==> config.mk <==
export PLATFORM = sky130hd
export DESIGN_NAME = seg7_reader
export DESIGN_NICKNAME = d
export VERILOG_FILES = /design/src/rtl/seg7_reader.sv
export SDC_FILE = /design/constraint.sdc
export NUM_CORES = 1
export LEC_CHECK = 0
export BUFFER_PORTS_ARGS = -buffer_cell sky130_fd_sc_hd__buf_2
export CAP_MARGIN = 20
export CELL_PAD_IN_SITES_DETAIL_PLACEMENT = 1
export CELL_PAD_IN_SITES_GLOBAL_PLACEMENT = 2
export CORE_MARGIN = 4
export CORE_UTILIZATION = 38
export DETAILED_ROUTE_END_ITERATION = 8
export GPL_TIMING_DRIVEN = 0
export PLACE_DENSITY_LB_ADDON = 0.2
export SYNTH_ARGS = -nofsm -noshare
export SYNTH_HDL_FRONTEND = slang
export SYNTH_SLANG_ARGS = --single-unit
==> constraint.sdc <==
create_clock -name clk -period 3.4 [get_ports clk]
set_input_delay 0.68 -clock clk [delete_from_list [all_inputs] [get_ports clk]]
set_output_delay 0.68 -clock clk [all_outputs]
set_load 0.01 [all_outputs]
==> src/rtl/seg7_reader.sv <==
// seg7_reader: samples an asynchronous 7-segment bus, waits for each new
// pattern to hold steady, decodes it to a digit and tracks the sequence.
//
// Parameters:
//   STABLE_CYCLES  synchronized cycles a pattern must hold before evaluation (2..255)
//   PERIOD_W       width of the inter-digit period measurement
//
// Ports:
//   clk           single clock, rising edge
//   reset         asynchronous active-high reset
//   seg_in[6:0]   asynchronous segment bus, bit0=a .. bit6=g, active-high
//   clear         synchronous clear of the sticky error flags
//   digit         last accepted digit 0..9
//   digit_valid   one-cycle pulse per accepted digit
//   invalid_err   sticky: a stable non-digit, non-blank pattern was seen
//   seq_err       sticky: an accepted digit was not previous+1 mod 10
//   period        clk cycles between the last two accepted digits
//   period_valid  one-cycle pulse alongside digit_valid when period updates
//
// Build option: define SEG7_READER_PERIOD_EN to include the period counter;
// without it period and period_valid are tied to zero.
module seg7_reader #(
  parameter int unsigned STABLE_CYCLES = 4,
  parameter int unsigned PERIOD_W      = 24
) (
  input  logic                clk,
  input  logic                reset,
  input  logic [6:0]          seg_in,
  input  logic                clear,
  output logic [3:0]          digit,
  output logic                digit_valid,
  output logic                invalid_err,
  output logic                seq_err,
  output logic [PERIOD_W-1:0] period,
  output logic                period_valid
);

  localparam int unsigned CNT_W = 8;
  localparam logic [CNT_W-1:0] STABLE_MAX = CNT_W'(STABLE_CYCLES);

  typedef enum logic {IDLE, TRACK} state_t;

  state_t           state;
  logic [6:0]       s1, s2, s2_prev, held;
  logic [CNT_W-1:0] stab_cnt, stab_next_c;
  logic             eval_c, accept_c, blank_c, dec_ok_c;
  logic [3:0]       dec_digit_c, next_exp_c;

  // Synchronizer, stability counter and last-evaluated pattern
  always_ff @(posedge clk or posedge reset) begin
    if (reset) begin
      s1       <= '0;
      s2       <= '0;
      s2_prev  <= '0;
      held     <= '0;
      stab_cnt <= '0;
    end else begin
      s1       <= seg_in;
      s2       <= s1;
      s2_prev  <= s2;
      stab_cnt <= stab_next_c;
      if (eval_c) held <= s2;
    end
  end

  // Any change restarts the count; evaluate only on the cycle the count
  // first reaches STABLE_MAX, and only if the pattern is new.
  always_comb begin
    stab_next_c = stab_cnt;
    if (s2 != s2_prev)
      stab_next_c = '0;
    else if (stab_cnt != STABLE_MAX)
      stab_next_c = stab_cnt + CNT_W'(1);
  end

  assign eval_c   = (stab_cnt != STABLE_MAX) && (stab_next_c == STABLE_MAX) && (s2 != held);
  assign blank_c  = (s2 == 7'b0000000);
  assign accept_c = eval_c && dec_ok_c;

  // Segment decode (bits g..a)
  always_comb begin
    dec_ok_c    = 1'b1;
    dec_digit_c = 4'd0;
    case (s2)
      7'b0111111: dec_digit_c = 4'd0;
      7'b0000110: dec_digit_c = 4'd1;
      7'b1011011: dec_digit_c = 4'd2;
      7'b1001111: dec_digit_c = 4'd3;
      7'b1100110: dec_digit_c = 4'd4;
      7'b1101101: dec_digit_c = 4'd5;
      7'b1111100: dec_digit_c = 4'd6;
      7'b0000111: dec_digit_c = 4'd7;
      7'b1111111: dec_digit_c = 4'd8;
      7'b1100111: dec_digit_c = 4'd9;
      default:    dec_ok_c    = 1'b0;
    endcase
  end

  assign next_exp_c = (digit == 4'd9) ? 4'd0 : digit + 4'd1;

  // Tracking FSM, digit register and sticky errors (a set beats a clear)
  always_ff @(posedge clk or posedge reset) begin
    if (reset) begin
      state       <= IDLE;
      digit       <= '0;
      digit_valid <= 1'b0;
      invalid_err <= 1'b0;
      seq_err     <= 1'b0;
    end else begin
      digit_valid <= 1'b0;
      if (clear) begin
        invalid_err <= 1'b0;
        seq_err     <= 1'b0;
      end
      if (accept_c) begin
        digit       <= dec_digit_c;
        digit_valid <= 1'b1;
        if (state == IDLE)
          state <= TRACK;
        else if (dec_digit_c != next_exp_c)
          seq_err <= 1'b1;
      end else if (eval_c && !blank_c) begin
        invalid_err <= 1'b1;
      end
    end
  end

`ifdef SEG7_READER_PERIOD_EN
  logic [PERIOD_W-1:0] period_cnt, period_inc_c;

  // Saturating increment shared by the free-running counter and the latch
  assign period_inc_c = (period_cnt == '1) ? period_cnt : period_cnt + PERIOD_W'(1);

  // Inter-digit period measurement; first accept after reset only restarts it
  always_ff @(posedge clk or posedge reset) begin
    if (reset) begin
      period_cnt   <= '0;
      period       <= '0;
      period_valid <= 1'b0;
    end else begin
      period_valid <= 1'b0;
      if (accept_c) begin
        period_cnt <= '0;
        if (state == TRACK) begin
          period       <= period_inc_c;
          period_valid <= 1'b1;
        end
      end else begin
        period_cnt <= period_inc_c;
      end
    end
  end
`else
  assign period       = '0;
  assign period_valid = 1'b0;
`endif

endmodule

# --- Word-level counts from Yosys, hierarchy flattened ---
# Index checks and enable logic that the tools add are counted.
op_classes:
  n_mux: 13
  addsub: 2
  n_eq_ne: 16
  reduce_logical: 7
ops:
  columns: ["operator", "n"]
  rows:
  - ["$eq A7 B7 Y1 const B", 7]
  - ["$pmux W4 S9", 1]
  - ["$mux W8", 2]
  - ["$eq A7 B3 Y1 const B", 2]
  - ["$ne A7 B7 Y1", 2]
  - ["$reduce_or A10 Y1", 1]
  - ["$mux W1", 9]
  - ["$add A8 B1 Y8 const B", 1]
  - ["$eq A8 B3 Y1 const B", 1]
  - ["$ne A8 B3 Y1 const B", 1]
  - ["$eq A7 B6 Y1 const B", 1]
  - ["$logic_not A7 Y1", 1]
  - ["$add A4 B1 Y4 const B", 1]
  - ["$eq A4 B4 Y1 const B", 1]
  - ["$logic_and A1 B1 Y1", 4]
  - ["$mux W4", 1]
  - ["$ne A4 B4 Y1", 1]
  - ["$logic_not A1 Y1", 1]
word_totals:
  out_inout_bits: 32
  inputBits: 10
  elab_cells: 48
  regBits: 44

# --- Logic depth before layout (Yosys ltp) ---
depth:
  word_depth: 9
  mapped_depth: 8
  ltp_nobuf: 7

# --- Worst setup path after synthesis ---
# OpenSTA, ideal clock, no wires.
synth_timing:
  path_kind: "reg-to-reg"
  from: "register stab_cnt[0]"
  to: "register digit[3]"
  required_time_ns: 3.275
  period_less_slack_ns: 2.300
  path_stages_with_launch: 9
  slack_ns: 1.100
  path_buffers: 1
  t_arrival_ns: 2.175
  setup_time_ns: 0.125
  cell_sequence: "dfrtp_1 > inv_1 > ha_1 > nor3_1 > o2111ai_1 > or4b_1 > buf_6 > nand2b_4 > mux2_4"
synth_via:
  elab_chain_len: 7
  word_cells_on_any_way: 8
  classes_between: "add/sub: 1; eq/ne: 2; mux: 2; reduce/logical: 3"
synth_lines:
  columns: ["item", "line", "text"]
  rows:
  - ["from (decl)", "45", "logic [CNT_W-1:0] stab_cnt, stab_next_c;"]
  - ["from (signal assigned)", "61", "stab_cnt <= stab_next_c;"]
  - ["$add A8 B1 Y8 or $ne A8 B3 Y1 (tied branches)", "73, 72, 76", null]
  - ["$mux W8", "72", "else if (stab_cnt != STABLE_MAX)"]
  - ["$mux W8", "70", "if (s2 != s2_prev)"]
  - ["$eq A8 B3 Y1", "76", "assign eval_c = (stab_cnt != STABLE_MAX) && (stab_next_c == STABLE_MAX) && (s2 != held);"]
  - ["$logic_and A1 B1 Y1 (*) (2 in series)", "76", null]
  - ["$logic_and A1 B1 Y1 (*)", "78", "assign accept_c = eval_c && dec_ok_c;"]
  - ["to (signal assigned)", "116", "digit <= dec_digit_c;"]
  - ["to (decl)", "30", "output logic [3:0] digit,"]
# Mark *: on every way between the ends. The rest lies on a longest branch, timed or not.
# A chain may end at the register's enable or synchronous reset.

# --- Worst setup path after layout ---
layout_timing:
  from: "register s2[3]"
  to: "register digit[3]"
layout_via:
  elab_chain_len: 6
  word_cells_on_any_way: 20
  classes_between: "eq/ne: 13; mux: 3; reduce/logical: 4"
layout_lines:
  columns: ["item", "line", "text"]
  rows:
  - ["from (decl)", "44", "logic [6:0] s1, s2, s2_prev, held;"]
  - ["from (signal assigned)", "53", "s2 <= '0;"]
  - ["from (signal assigned)", "59", "s2 <= s1;"]
  - ["$ne A7 B7 Y1", "70", null]
  - ["$mux W8", "70", null]
  - ["$eq A8 B3 Y1", "76", null]
  - ["$logic_and A1 B1 Y1 (2 in series)", "76", null]
  - ["$logic_and A1 B1 Y1", "78", null]
# Parallel ways exist; a longest one is shown, timed or not.

==> key figures <==
Cells and area
  – NumNets Final: 299
  – Design area: 2840 um^2
  – Area growth syn-to-layout: 17.3%
  – FILL cells: 706
  – Share of post-route cells with drive strength above 1: 0.247
  – Final Non-Filler Cells: 363
  – Post-Route Utilization: 0.469
  – Multi-input gate area: 1130 um^2
  – FF+latch area: 1100 um^2
  – Antenna cells: 0

Critical path
  – Startpoint types: flip-flop
  – CP arrival: 2.74 ns
  – CP max stage delay: 0.53 ns
  – Critical path's slowest cell: or4b_1
  – Worst Path Required: 3.58 ns
  – CP Buf/Inv Count: 2
  – Crit-path cells: buf_2, xor2_1, nor3_2, nand3_2, or4b_1, buf_6, nand2b_4, mux2_4
  – Worst Reg-to-Reg Cells: 8
  – CP Max Fanout: 10
  – Total stage count of the critical path: 8
  – Largest delay share family, worst path: simple AND/OR/NAND/NOR gates
  – Setup Crit Path Kind: reg2reg
  – CP Capture Type: flip-flop

Drt
  – Routed Antenna Nets: 0
  – Vias: 1731
  – Via-per-instance ratio: 4.77
  – Detailed-route DRC error count: 0
  – Detailed Routing Iterations Pass 1: 4
  – Drt first-iter violations: 55
  – Per-cell routed wire length: 13.4 um
  – Final WL: 4870 um

Yosys
  – Syn Inst Count: 239
  – Post-synth ARST share: 1.00
  – Number of enable flip-flop cells after synthesis: 0
  – Yosys reg bits: 44
  – Synth Cell Area: 2420 um^2
  – Syn_area_per_cell: 10.1 um^2
  – Unique masters post-synth: 56
  – Sequential share of the synthesized area: 0.455
  – Top FF cell, synth: dfrtp_1
  – YS warnings: 0

Place
  – Post-Place Cells: 355
  – Final Wtd Congestion: 0.822
  – Post-DP Area: 2710 um^2
  – Half-perimeter wire length after placement: 3680 um
  – Buffers added on ports: 16

Flow run
  – Max_cap viols: 0

Die
  – Top Ports: 42
  – Die area: 7720 um^2
  – Die Span Y: 87.8 um
  – Die Width: 87.8 um
  – Core box area: 6060 um^2
  – # rows: 28
  – Effective utilization at floorplan: 0.400

STA
  – Setup Skew: 0.00820 ns
  – Period minus WS final: 2.57 ns
  – Setup TNS Final: 0 ns
  – Max Slew Vio Count: 0
  – Hold Fails Final Rpt: 0
  – FMAX: 390 MHz
  – RSZ-0062 raised after global routing: no
  – Setup-failing EPs final: 0
  – Slew HR: 0.394
  – Period utilization: 0.755
  – Worst-Margin Slew: 0.907 ns

Clock tree
  – Post-CTS Setup Bufs: 0
  – CTS H-Tree Depth: 2
  – Clock transition at path regs: 0.08 ns
  – Max clock buf depth: 2
  – Clk root buf: clkbuf_8
  – Clk sink count: 44
  – CTS Buf Count: 5
  – Worst-Skew Late Latency: 0.29 ns
  – Post-CTS Hold Fix Bufs: 0
  – # resized after CTS: 0
  – CTS tree: built

Status
  – Run status: completed

Global route
  – Initial antenna violation count: 0
  – Total global-route track usage: 0.139
  – First-pass GRT wire length: 8470 um
  – Pin count of the biggest net entering global routing: 25
  – Vias in the first global route: 1771
  – Global route total overflow: 0

Power and ir drop
  – Maximum VDD drop: 236 uV
  – P per Cell Area: 383 nW/um^2
  – Static Leakage: 1.36 nW

Min path
  – Hold Path Depth: 0
  – Hold WC Path Type: reg2reg
==> power by group <==
group | switching, mW | leakage (nW) | internal (mW)
sequential | 0.00735 | 0.566 | 0.535
clock | 0.171 | 0.0645 | 0.259
combinational | 0.0654 | 0.729 | 0.0502
total | 0.244 | 1.36 | 0.845
==> synthesized netlist by cell type (all sizes together) (3+ instances only) <==
library cell | number | area, um^2
nor3 | 5 | 35.0
o211ai | 3 | 22.5
nand3 | 7 | 40.0
nor2 | 11 | 41.3
o21ai | 4 | 20.0
inv | 7 | 26.3
xnor2 | 16 | 140
buf | 35 | 250
dfrtp | 44 | 1100
nor4 | 3 | 33.8
nor4b | 3 | 32.5
nand4 | 4 | 25.0
nand2b | 4 | 32.5
and2 | 4 | 25.0
nand2 | 29 | 109
xor2 | 12 | 105
a21oi | 6 | 30.0
==> worst paths after layout <==
check / start / endpoint / slack [ns]
worst min-delay path: s1[0]$_DFF_PP0_ / s2[0]$_DFF_PP0_ / 0.35
worst max-delay path: s2[3]$_DFF_PP0_ / digit[3]$_DFFE_PP0P_ / 0.83
worst max register to register: s2[3]$_DFF_PP0_ / digit[3]$_DFFE_PP0P_ / 0.83
min in group asynchronous: reset / s2_prev[2]$_DFF_PP0_ / 0.41
worst min register to register: s1[0]$_DFF_PP0_ / s2[0]$_DFF_PP0_ / 0.35
max in group asynchronous: reset / s2_prev[3]$_DFF_PP0_ / 2.50
==> metrics by stage <==
| step | worst slack (ns) | hold WS, ns | total power, mW |
|---|---|---|---|
| finish | 0.834 | 0.353 | 1.09 |
| global route | 0.578 | 0.362 | 1.15 |
| CTS | 0.786 | 0.355 | 1.11 |
| detailed placement | 0.795 | 0.336 | 0.668 |
| global placement | 0.815 | 0.332 | 0.663 |
| floorplan | 1.10 | 0.331 | 0.643 |
==> flip-flops by register name (all words and copies together), names as in the netlist <==
| register | cells |
|---|---|
| invalid_err | 1 |
| stab_cnt | 8 |
| s2 | 7 |
| held | 7 |
| state | 1 |
| s1 | 7 |
| s2_prev | 7 |
| digit_valid | 1 |
| digit | 4 |
| seq_err | 1 |
==> layout make-up <==
type / instances / share of cell area
clock inverters: 1 / 0.0106
plain buffers: 37 / 0.0907
well taps: 75 / 0.0330
clock buffers: 7 / 0.0339
inverters: 7 / 0.00925
repair buffers: 17 / 0.0379
multi-input cells: 175 / 0.397
flip-flops and latches: 44 / 0.388
==> worst register-to-register path, stage by stage (launching register included) <==
cell	delay (ns)
dfrtp_1	0.38
buf_2	0.19
xor2_1	0.19
nor3_2	0.30
nand3_2	0.23
or4b_1	0.53
buf_6	0.17
nand2b_4	0.17
mux2_4	0.31
==> logic make-up after synthesis <==
kind of cell / share of synthesized area
fa+ha+maj: 0.0103
buf+inv: 0.117
xor+xnor: 0.101
simple gates: 0.212
compound gates: 0.0842
flops: 0.455
mux: 0.0191
other cells: 0.00155
==> per-layer routing <==
| layer | global-route usage | wire, um | up-vias |
|---|---|---|---|
| li1 | - | - | 859 |
| met1 | 0.192 | 2360 | 839 |
| met2 | 0.224 | 2300 | 28 |
| met3 | 0.0282 | 161 | 5 |
| met4 | 0.0335 | 47 | 0 |
| met5 | 0 | 0 | - |
==> placed cells by master, fill, tap and decap left out, types with 7 or more instances in the layout <==
cell,Yosys,layout
buf_2,8,24
buf_4,25,25
clkbuf_8,0,7
conb_1,1,25
dfrtp_1,44,44
nand2_1,29,29
nor2_1,11,11
xnor2_1,16,16
xor2_1,12,12
No activity file was read; power rests on OpenSTA's default activity.
